File: src/rtl/condicionador_navegacao.sv
// Menu-key conditioner: turns the raw right/left/enter keys into clean,
// mutually exclusive single-cycle pulses. Each key is synchronised,
// debounced and edge detected. The arrows also auto-repeat while held.
module condicionador_navegacao #(
  parameter int DEBOUNCE_TIME = 1_000_000,
  parameter int REPEAT_DELAY  = 25_000_000,
  parameter int REPEAT_PERIOD = 10_000_000,
  parameter bit REPEAT_EN     = 1'b1
) (
  input  logic       clock,
  input  logic       reset,
  input  logic       right_raw,
  input  logic       left_raw,
  input  logic       enter_raw,
  output logic       right_arrow_pressed,
  output logic       left_arrow_pressed,
  output logic       enter_pressed,
  output logic [2:0] db_estaveis
);

  localparam int DB_W = $clog2(DEBOUNCE_TIME) + 1;
  localparam logic [DB_W-1:0] DB_LAST = DB_W'(DEBOUNCE_TIME - 1);

  // The hold counter is shared by both waiting phases, so size it for the longer one
  localparam int RP_MAX = (REPEAT_DELAY > REPEAT_PERIOD) ? REPEAT_DELAY : REPEAT_PERIOD;
  localparam int RP_W   = $clog2(RP_MAX) + 1;
  localparam logic [RP_W-1:0] DELAY_LAST  = RP_W'(REPEAT_DELAY - 1);
  localparam logic [RP_W-1:0] PERIOD_LAST = RP_W'(REPEAT_PERIOD - 1);

  typedef enum logic [1:0] {
    SOLTO  = 2'd0,
    ESPERA = 2'd1,
    REPETE = 2'd2
  } estado_t;

  // Channel order everywhere: bit 0 = right, bit 1 = left, bit 2 = enter
  logic [2:0] w_raw;
  logic [2:0] w_stable;
  logic [2:0] w_press;
  logic [1:0] w_repeat;
  logic       w_both_held;
  logic       w_cand_right;
  logic       w_cand_left;
  logic       w_cand_enter;
  logic       r_right_pulse;
  logic       r_left_pulse;
  logic       r_enter_pulse;

  assign w_raw = {enter_raw, left_raw, right_raw};

  genvar gi;

  // Per-key synchroniser, debouncer and press detector
  generate
    for (gi = 0; gi < 3; gi++) begin : g_canal
      logic            r_sync1;
      logic            r_sync2;
      logic            r_stable;
      logic            r_stable_d;
      logic [DB_W-1:0] r_db_cnt;

      // Two-flop synchroniser for the asynchronous key input
      always_ff @(posedge clock or negedge reset) begin
        if (!reset) begin
          r_sync1 <= 1'b0;
          r_sync2 <= 1'b0;
        end else begin
          r_sync1 <= w_raw[gi];
          r_sync2 <= r_sync1;
        end
      end

      // Stable level flips only after DEBOUNCE_TIME consecutive differing samples
      always_ff @(posedge clock or negedge reset) begin
        if (!reset) begin
          r_stable <= 1'b0;
          r_db_cnt <= '0;
        end else if (r_sync2 == r_stable) begin
          r_db_cnt <= '0;
        end else if (r_db_cnt == DB_LAST) begin
          r_stable <= r_sync2;
          r_db_cnt <= '0;
        end else begin
          r_db_cnt <= r_db_cnt + DB_W'(1);
        end
      end

      // Previous stable level; with it the key behaves as a two-state
      // released/held machine whose only output is the press event
      always_ff @(posedge clock or negedge reset) begin
        if (!reset) begin
          r_stable_d <= 1'b0;
        end else begin
          r_stable_d <= r_stable;
        end
      end

      assign w_stable[gi] = r_stable;
      assign w_press[gi]  = r_stable & ~r_stable_d;
    end
  endgenerate

  // Holding both arrows freezes auto-repeat on both of them
  assign w_both_held = w_stable[0] & w_stable[1];

  // Auto-repeat machines, arrows only
  generate
    for (gi = 0; gi < 2; gi++) begin : g_repete
      estado_t         r_estado;
      logic [RP_W-1:0] r_hold;
      logic            w_limite;

      assign w_limite = (r_estado == ESPERA) ? (r_hold == DELAY_LAST)
                                             : (r_hold == PERIOD_LAST);

      // A repeat candidate exists only while the key is held alone and its timer expires
      assign w_repeat[gi] = REPEAT_EN && w_stable[gi] && !w_both_held &&
                            (r_estado != SOLTO) && w_limite;

      // Hold timer: first wait REPEAT_DELAY after the press, then every REPEAT_PERIOD
      always_ff @(posedge clock or negedge reset) begin
        if (!reset) begin
          r_estado <= SOLTO;
          r_hold   <= '0;
        end else if (!REPEAT_EN || !w_stable[gi] || w_both_held) begin
          r_estado <= SOLTO;
          r_hold   <= '0;
        end else if (w_press[gi]) begin
          r_estado <= ESPERA;
          r_hold   <= '0;
        end else begin
          case (r_estado)
            SOLTO: begin
              r_hold <= '0;
            end
            ESPERA: begin
              if (r_hold == DELAY_LAST) begin
                r_estado <= REPETE;
                r_hold   <= '0;
              end else begin
                r_hold <= r_hold + RP_W'(1);
              end
            end
            REPETE: begin
              if (r_hold == PERIOD_LAST) begin
                r_hold <= '0;
              end else begin
                r_hold <= r_hold + RP_W'(1);
              end
            end
            default: begin
              r_estado <= SOLTO;
              r_hold   <= '0;
            end
          endcase
        end
      end
    end
  endgenerate

  assign w_cand_right = w_press[0] | w_repeat[0];
  assign w_cand_left  = w_press[1] | w_repeat[1];
  assign w_cand_enter = w_press[2];

  // Arbitration: enter beats both arrows; simultaneous arrows cancel each other
  always_ff @(posedge clock or negedge reset) begin
    if (!reset) begin
      r_right_pulse <= 1'b0;
      r_left_pulse  <= 1'b0;
      r_enter_pulse <= 1'b0;
    end else begin
      r_enter_pulse <= w_cand_enter;
      r_right_pulse <= w_cand_right & ~w_cand_left & ~w_cand_enter;
      r_left_pulse  <= w_cand_left & ~w_cand_right & ~w_cand_enter;
    end
  end

  assign right_arrow_pressed = r_right_pulse;
  assign left_arrow_pressed  = r_left_pulse;
  assign enter_pressed       = r_enter_pulse;
  assign db_estaveis         = w_stable;

endmodule

File: config.mk
export PLATFORM = sky130hd
export DESIGN_NAME = condicionador_navegacao
export DESIGN_NICKNAME = d
export VERILOG_FILES = /design/src/rtl/condicionador_navegacao.sv
export SDC_FILE = /design/constraint.sdc
export NUM_CORES = 1
export LEC_CHECK = 0
export BUFFER_PORTS_ARGS = -buffer_cell sky130_fd_sc_hd__buf_2
export CAP_MARGIN = 20
export CORE_ASPECT_RATIO = 2
export CORE_MARGIN = 2
export CORE_UTILIZATION = 30
export CTS_CLUSTER_DIAMETER = 80
export CTS_CLUSTER_SIZE = 14
export DETAILED_ROUTE_END_ITERATION = 8
export SYNTH_ARGS = -nofsm -noshare
export SYNTH_HDL_FRONTEND = slang
export SYNTH_SLANG_ARGS = --single-unit
File: constraint.sdc
create_clock -name clock -period 3.7 [get_ports clock]
set_input_delay 0.74 -clock clock [delete_from_list [all_inputs] [get_ports clock]]
set_output_delay 0.74 -clock clock [all_outputs]
set_load 0.005 [all_outputs]
# --- Yosys cells after proc, flatten, opt, wreduce, memory -nomap -nowiden ---
# Index checks and enable logic that the tools add are counted.
totals:
  ff_bits: 134
  inputBits: 5
  out_inout_bits: 6
  elab_cells: 112
op_classes:
  add_sub_neg: 5
  eq_ne: 18
  n_mux: 26
  bitwise_logic: 19
  reduce_logical: 22
ops:
  columns: ["operator", "n"]
  rows:
  - ["2-to-1 mux 26 bit", 8]
  - ["2-to-1 mux 21 bit", 6]
  - ["case mux 26 bit (2 select lines)", 2]
  - ["adder 21 x 1 -> 21 bit (second input constant)", 3]
  - ["== test 21 x 20 -> 1 bit (second input constant)", 3]
  - ["adder 26 x 1 -> 26 bit (second input constant)", 2]
  - ["== test 26 x 24 -> 1 bit (second input constant)", 2]
  - ["== test 26 x 25 -> 1 bit (second input constant)", 2]
  - ["2-to-1 mux 2 bit", 6]
  - ["AND reduction 2 bit", 5]
  - ["inverter 1 bit", 9]
  - ["AND 1 bit", 8]
  - ["inequality test 4 x 2 -> 1 bit (second input constant)", 2]
  - ["case mux 2 bit (2 select lines)", 2]
  - ["logical AND 1 bit", 6]
  - ["inequality test 3 x 1 -> 1 bit (second input constant)", 2]
  - ["== test 2 x 1 -> 1 bit (second input constant)", 2]
  - ["== test 2 bit (second input constant)", 2]
  - ["logical NOT 2 bit", 2]
  - ["nonzero test 2 bit", 2]
  - ["OR reduction 2 bit", 2]
  - ["== test 1 bit", 3]
  - ["logical NOT 1 bit", 3]
  - ["logical OR 1 bit", 2]
  - ["2 further kinds", 4]

# --- Logic depth before layout (Yosys ltp) ---
logic_depth:
  depth_word: 9
  depth_mapped: 7

# --- Worst setup path before layout ---
# No wires, ideal clock.
synth_timing:
  path_type: "register to register"
  from: "register g_repete[0].r_hold[17]"
  to: "register g_repete[0].r_hold[12]"
  setup_time_ps: 119
  arrival_ps: 1844
  t_required_ps: 3581
  path_slack_ps: 1737
  path_stages_with_launch: 7
  synth_period_minus_slack_ps: 1963
  cell_sequence: "dfrtp_1 > or4_1 > or4_4 > o21ai_1 > a21o_4 > buf_12 > nor2_2"
synth_via:
  elab_chain_cells: 5
  word_cells_on_any_way: 7
synth_rtl:
  columns: ["element", "line", "source"]
  rows:
  - ["start, declared", "110", "logic [RP_W-1:0] r_hold;"]
  - ["start signal, assigned", "141", "r_hold <= r_hold + RP_W'(1);"]
  - ["start signal, assigned", "148", "r_hold <= r_hold + RP_W'(1);"]
  - ["== test 26 x 24 -> 1 bit / == test 26 x 25 -> 1 bit (equally long branches)", "145, 137", null]
  - ["2-to-1 mux 26 bit (on tied branches)", "145, 137", null]
  - ["case mux 26 bit (2 select lines) *", "132", "case (r_estado)"]
  - ["2-to-1 mux 26 bit *", "128", "end else if (w_press[gi]) begin"]
  - ["2-to-1 mux 26 bit *", "125", "end else if (!REPEAT_EN || !w_stable[gi] || w_both_held) begin"]
# Mark *: on every way between the ends. The rest lies on a longest branch, timed or not.
# A chain may end at the register's enable or synchronous reset.

# --- Worst setup path in the final report ---
layout_timing:
  from: "register g_repete[1].r_hold[18]"
  to: "register g_repete[1].r_hold[13]"
layout_via:
  elab_chain_cells: 5
  word_cells_on_any_way: 7
layout_rtl:
  columns: ["element", "line"]
  rows:
  - ["start, declared", "110"]
  - ["start signal, assigned", "141"]
  - ["start signal, assigned", "148"]
  - ["== test 26 x 24 -> 1 bit / == test 26 x 25 -> 1 bit (equally long branches)", "145, 137"]
  - ["2-to-1 mux 26 bit (on tied branches)", "145, 137"]
  - ["case mux 26 bit (2 select lines) *", "132"]
  - ["2-to-1 mux 26 bit *", "128"]
  - ["2-to-1 mux 26 bit *", "125"]
# Marked as above.

==> summary.md <==
| Metric | Value |
|---|---|
| Required time worst endpoint | `about 4 ns` |
| Pwr per Cell Area | `425 mW/mm^2` |
| Worst reg2reg setup slack | `around 1.5 ns` |
| Most used routing layer | `met2` |
| EDFF count, synth | `0` |
| Cell area after synthesis | `0.00670 mm^2` |
| Leak | `0.00302 uW` |
| Nature of the critical path startpoint | `flip-flop` |
| Number of CTS-inserted buffers | `17` |
| Clock Power Share | `0.521` |
| Synth warn | `0` |
| Clock skew | `0.00540 ns` |
| Run status | `complete, no violations` |
| Post-synthesis register bit count | `134` |
| Placement Rows | `77` |
| Peak Freq | `0.451 GHz` |
| Post-CTS setup buffer count | `0` |
| Max-Cap Viols | `0` |
| Layout area overhead | `13.5%` |
| Clock latency on the worst-skew pair | `0.42 ns` |
| Register area | `0.00335 mm^2` |
| Worst-Margin Slew | `0.998 ns` |
| Layout Nets | `710` |
| Antenna-violating nets left | `0` |
| Initial cell density of the core | `0.304` |
| Syn_area_per_cell | `9.91 um^2` |
| Hold worst-path end | `g_canal[0].r_sync2` |
| Global route overflow | `0` |
| Largest net degree at the start of global routing | `108` |
| Int Pwr | `2570 uW` |
| CTS Root Cell | `clkbuf_16` |
| DP HPWL | `9340 um` |
| Synth Area in Simple Gates | `0.278` |
| H-Tree Depth | `4` |
| Post-synthesis mux area share | `0.00653` |
| Share of cells above drive strength 1 | `0.108` |
| Vias in the first global route | `between 5000 and 6000` |
| Reg2reg end | `g_repete[1].r_hold[13]` |
| CP max FO | `25` |
| Detailed-route wire length | `~13000 um` |
| Max-slew headroom | `0.335` |
| GR Util met3 | `0.0318` |
| Setup_tns | `0 ns` |
| Initial antenna violation count | `0` |
| Max clock buf depth | `2` |
| Sequential power share | `0.460` |
| Switching Fraction | `0.205` |
| Mapped Cells | `around 680` |
| Antenna cells | `0` |
| Largest family of logic cells by synthesized area | `simple AND/OR/NAND/NOR gates` |
| GRT Util Overall | `0.126` |
| Critical path class | `reg -> reg` |
| Hold_ws | `around 0.35 ns` |
| Die area | `0.0236 mm^2` |
| Worst setup margin | `approximately 1.5 ns` |
| Syn_nets | `694` |
| IO Count | `11` |
| Initial DRC count | `around 170` |
| Met1 Resource Use GR | `0.126` |
| Fin. Hold Viols | `0` |
| CTS tree | `built` |
| Yosys cell types | `48` |
| Core area | `0.0221 mm^2` |
| Sink Count | `134` |
| Worst setup EP type | `flip-flop` |
| Worst Hold Depth | `0` |
| Non-Filler Instances | `around 1000` |
| GP Congestion | `0.807` |
| FILL cells | `approximately 2200` |
| XOR/XNOR Fraction of Synth Area | `0.140` |
| Post-CTS Resized | `0` |
| Final period util | `0.599` |
| Reg2Reg Launch Point | `g_repete[1].r_hold[18]` |
| Max rail drop VDD | `about 320 uV` |
| Die H | `approximately 220 um` |
| P_sw | `661 uW` |
| DP Worst Slack | `1.46 ns` |
| Routed vias/inst | `a little under 5` |
| R2R depth | `4` |
| Worst Path Arrival | `2.50 ns` |
| Fin crit period | `~2.2 ns` |
| Hold WC Path Type | `reg -> reg` |
| Port buffer count | `10` |
| Multi-input gate area | `0.00315 mm^2` |
| Synth async-reset ratio | `1.00` |
| Pins Over Slew Limit | `0` |
| Comb power frac | `0.019` |
| Synthesized-area fraction occupied by adder cells | `0.0243` |
| RSZ-0062 raised after global routing | `false` |
| Hold Buf Count CTS | `0` |
| HP Start | `g_canal[0].r_sync1` |
| Endpoints failing setup | `0` |
| Post-synthesis sequential area ratio | `0.500` |
| First-pass GRT wire length | `approximately 23000 um` |
| Detailed Routing Iterations Pass 1 | `4` |
| Cells after DPL | `949` |
| Met2 Use GR | `0.230` |
| Die X | `110 um` |
| Worst-path clk slew | `~0.060 ns` |
| DRC Markers | `0` |
| DR vias | `approximately 4800` |
| Main flop type after synthesis | `dfrtp_1` |
| Drt wl/cell | `approximately 14 um` |
| Synth Area in Compound Gates | `0.0222` |
| Total Power | `3230 uW` |
==> through the flow <==
step           cell area (um^2)  utilization
4_1_cts                    7610        0.345
6_report                   7610        0.345
3_5_place_dp               7010        0.318
5_1_grt                    7610        0.345
2_1_floorplan              6700            -
3_3_place_gp               7010        0.318
==> cell usage after synthesis (2+ instances only) <==
library cell	instances	area share
a21oi_1	5	0.0037
xor2_1	45	0.059
or3_1	4	0.0037
o41ai_1	2	0.0026
nor2b_1	3	0.0028
xnor2_1	62	0.081
o21ai_1	2	0.0015
nor4b_1	5	0.0065
nor3_1	21	0.016
nand2b_1	4	0.0037
buf_12	2	0.0060
nor2_1	125	0.070
nor4bb_1	3	0.0045
nand2_1	33	0.018
nor2_2	20	0.019
dfrtp_1	134	0.50
nand3_1	48	0.036
buf_6	2	0.0034
and3_1	15	0.014
o21a_1	2	0.0022
o21ai_0	2	0.0015
nor4_1	18	0.017
and2_1	6	0.0056
buf_4	3	0.0034
clkbuf_1	6	0.0034
mux2_2	3	0.0050
ha_1	13	0.024
and4_1	9	0.012
nand4_1	35	0.033
inv_1	22	0.012
o211a_1	2	0.0030
or2_2	4	0.0037
==> placed cells by master (no fill, tap or decap), types with 5 or more instances in the layout <==
master     synthesis  routed
nor2_1           125     125
inv_1             22      22
xnor2_1           62      62
nand4_1           35      35
and4_1             9       9
nor4_1            18      18
a21oi_1            5       5
buf_2              1       9
and3_1            15      15
nor2_2            20      20
clkbuf_8           0       5
nor3_1            21      21
ha_1              13      13
dfrtp_1          134     134
nor4b_1            5       5
nand3_1           48      48
nand2_1           33      33
and2_1             6       6
xor2_1            45      45
clkbuf_16          0      17
==> worst max-delay path: stages, from the launching register on <==
cell     delay [ns]
dfrtp_1        0.43
or4b_2         0.70
o41ai_1        0.35
a21o_2         0.49
nor2_1         0.10
==> logic make-up (layout without fill, tap and decap cells) <==
logic type      after synthesis  in the layout
simple gates                362            362
flops                       134            134
xor+xnor                    107            107
buf+inv                      36             65
compound gates               20             20
fa+ha+maj                    13             13
mux                           4              4
==> metal layers <==
metal  vias to the layer above  wire (um)
met2                        49       7620
met3                        28        351
met1                      2373       5020
li1                       2348          -
met5                         -          0
met4                         0        420
==> sequential cells by signal (all words and copies together) (netlist names) <==
| name | cells |
|---|---|
| left_arrow_pressed | 1 |
| g_repete.r_estado | 4 |
| g_canal.r_db_cnt | 63 |
| g_repete.r_hold | 52 |
| g_canal.r_stable_d | 3 |
| g_canal.r_stable | 3 |
| g_canal.r_sync2 | 3 |
| g_canal.r_sync1 | 3 |
| right_arrow_pressed | 1 |
| enter_pressed | 1 |
==> power by group through the flow <==
| stage | registers [uW] | logic, uW | clock network, uW |
|---|---|---|---|
| floorplan | 1510 | 24.9 | 0 |
| global placement | 1510 | 65.2 | 0 |
| detailed placement | 1510 | 64.9 | 0 |
| CTS | 1490 | 65.4 | 1730 |
| global route | 1490 | 72.7 | 1800 |
| finish | 1490 | 61.6 | 1680 |
==> how the worst max path moves through the flow <==
stage,from,endpoint,slack [ns],cells after the start
after floorplan,g_repete[0].r_hold[17],g_repete[0].r_hold[12],1.74,6
after global placement,g_repete[0].r_hold[0],g_repete[0].r_hold[22],1.50,6
after detailed placement,g_repete[1].r_hold[18],g_repete[1].r_hold[19],1.46,4
after CTS,g_repete[1].r_hold[18],g_repete[1].r_hold[13],1.46,4
after global routing,g_repete[0].r_hold[0],g_repete[0].r_hold[25],1.30,6
final,g_repete[1].r_hold[18],g_repete[1].r_hold[13],1.48,4
==> cell type report <==
class / count / share of cell area
clock buffers: 24 / 0.0660
clock inverters: 8 / 0.0125
inverters: 22 / 0.0109
multi-input cells: 506 / 0.414
flip-flops and latches: 134 / 0.441
well taps: 276 / 0.0454
repair buffers: 11 / 0.0100
Power figures use the tool's default switching activity.
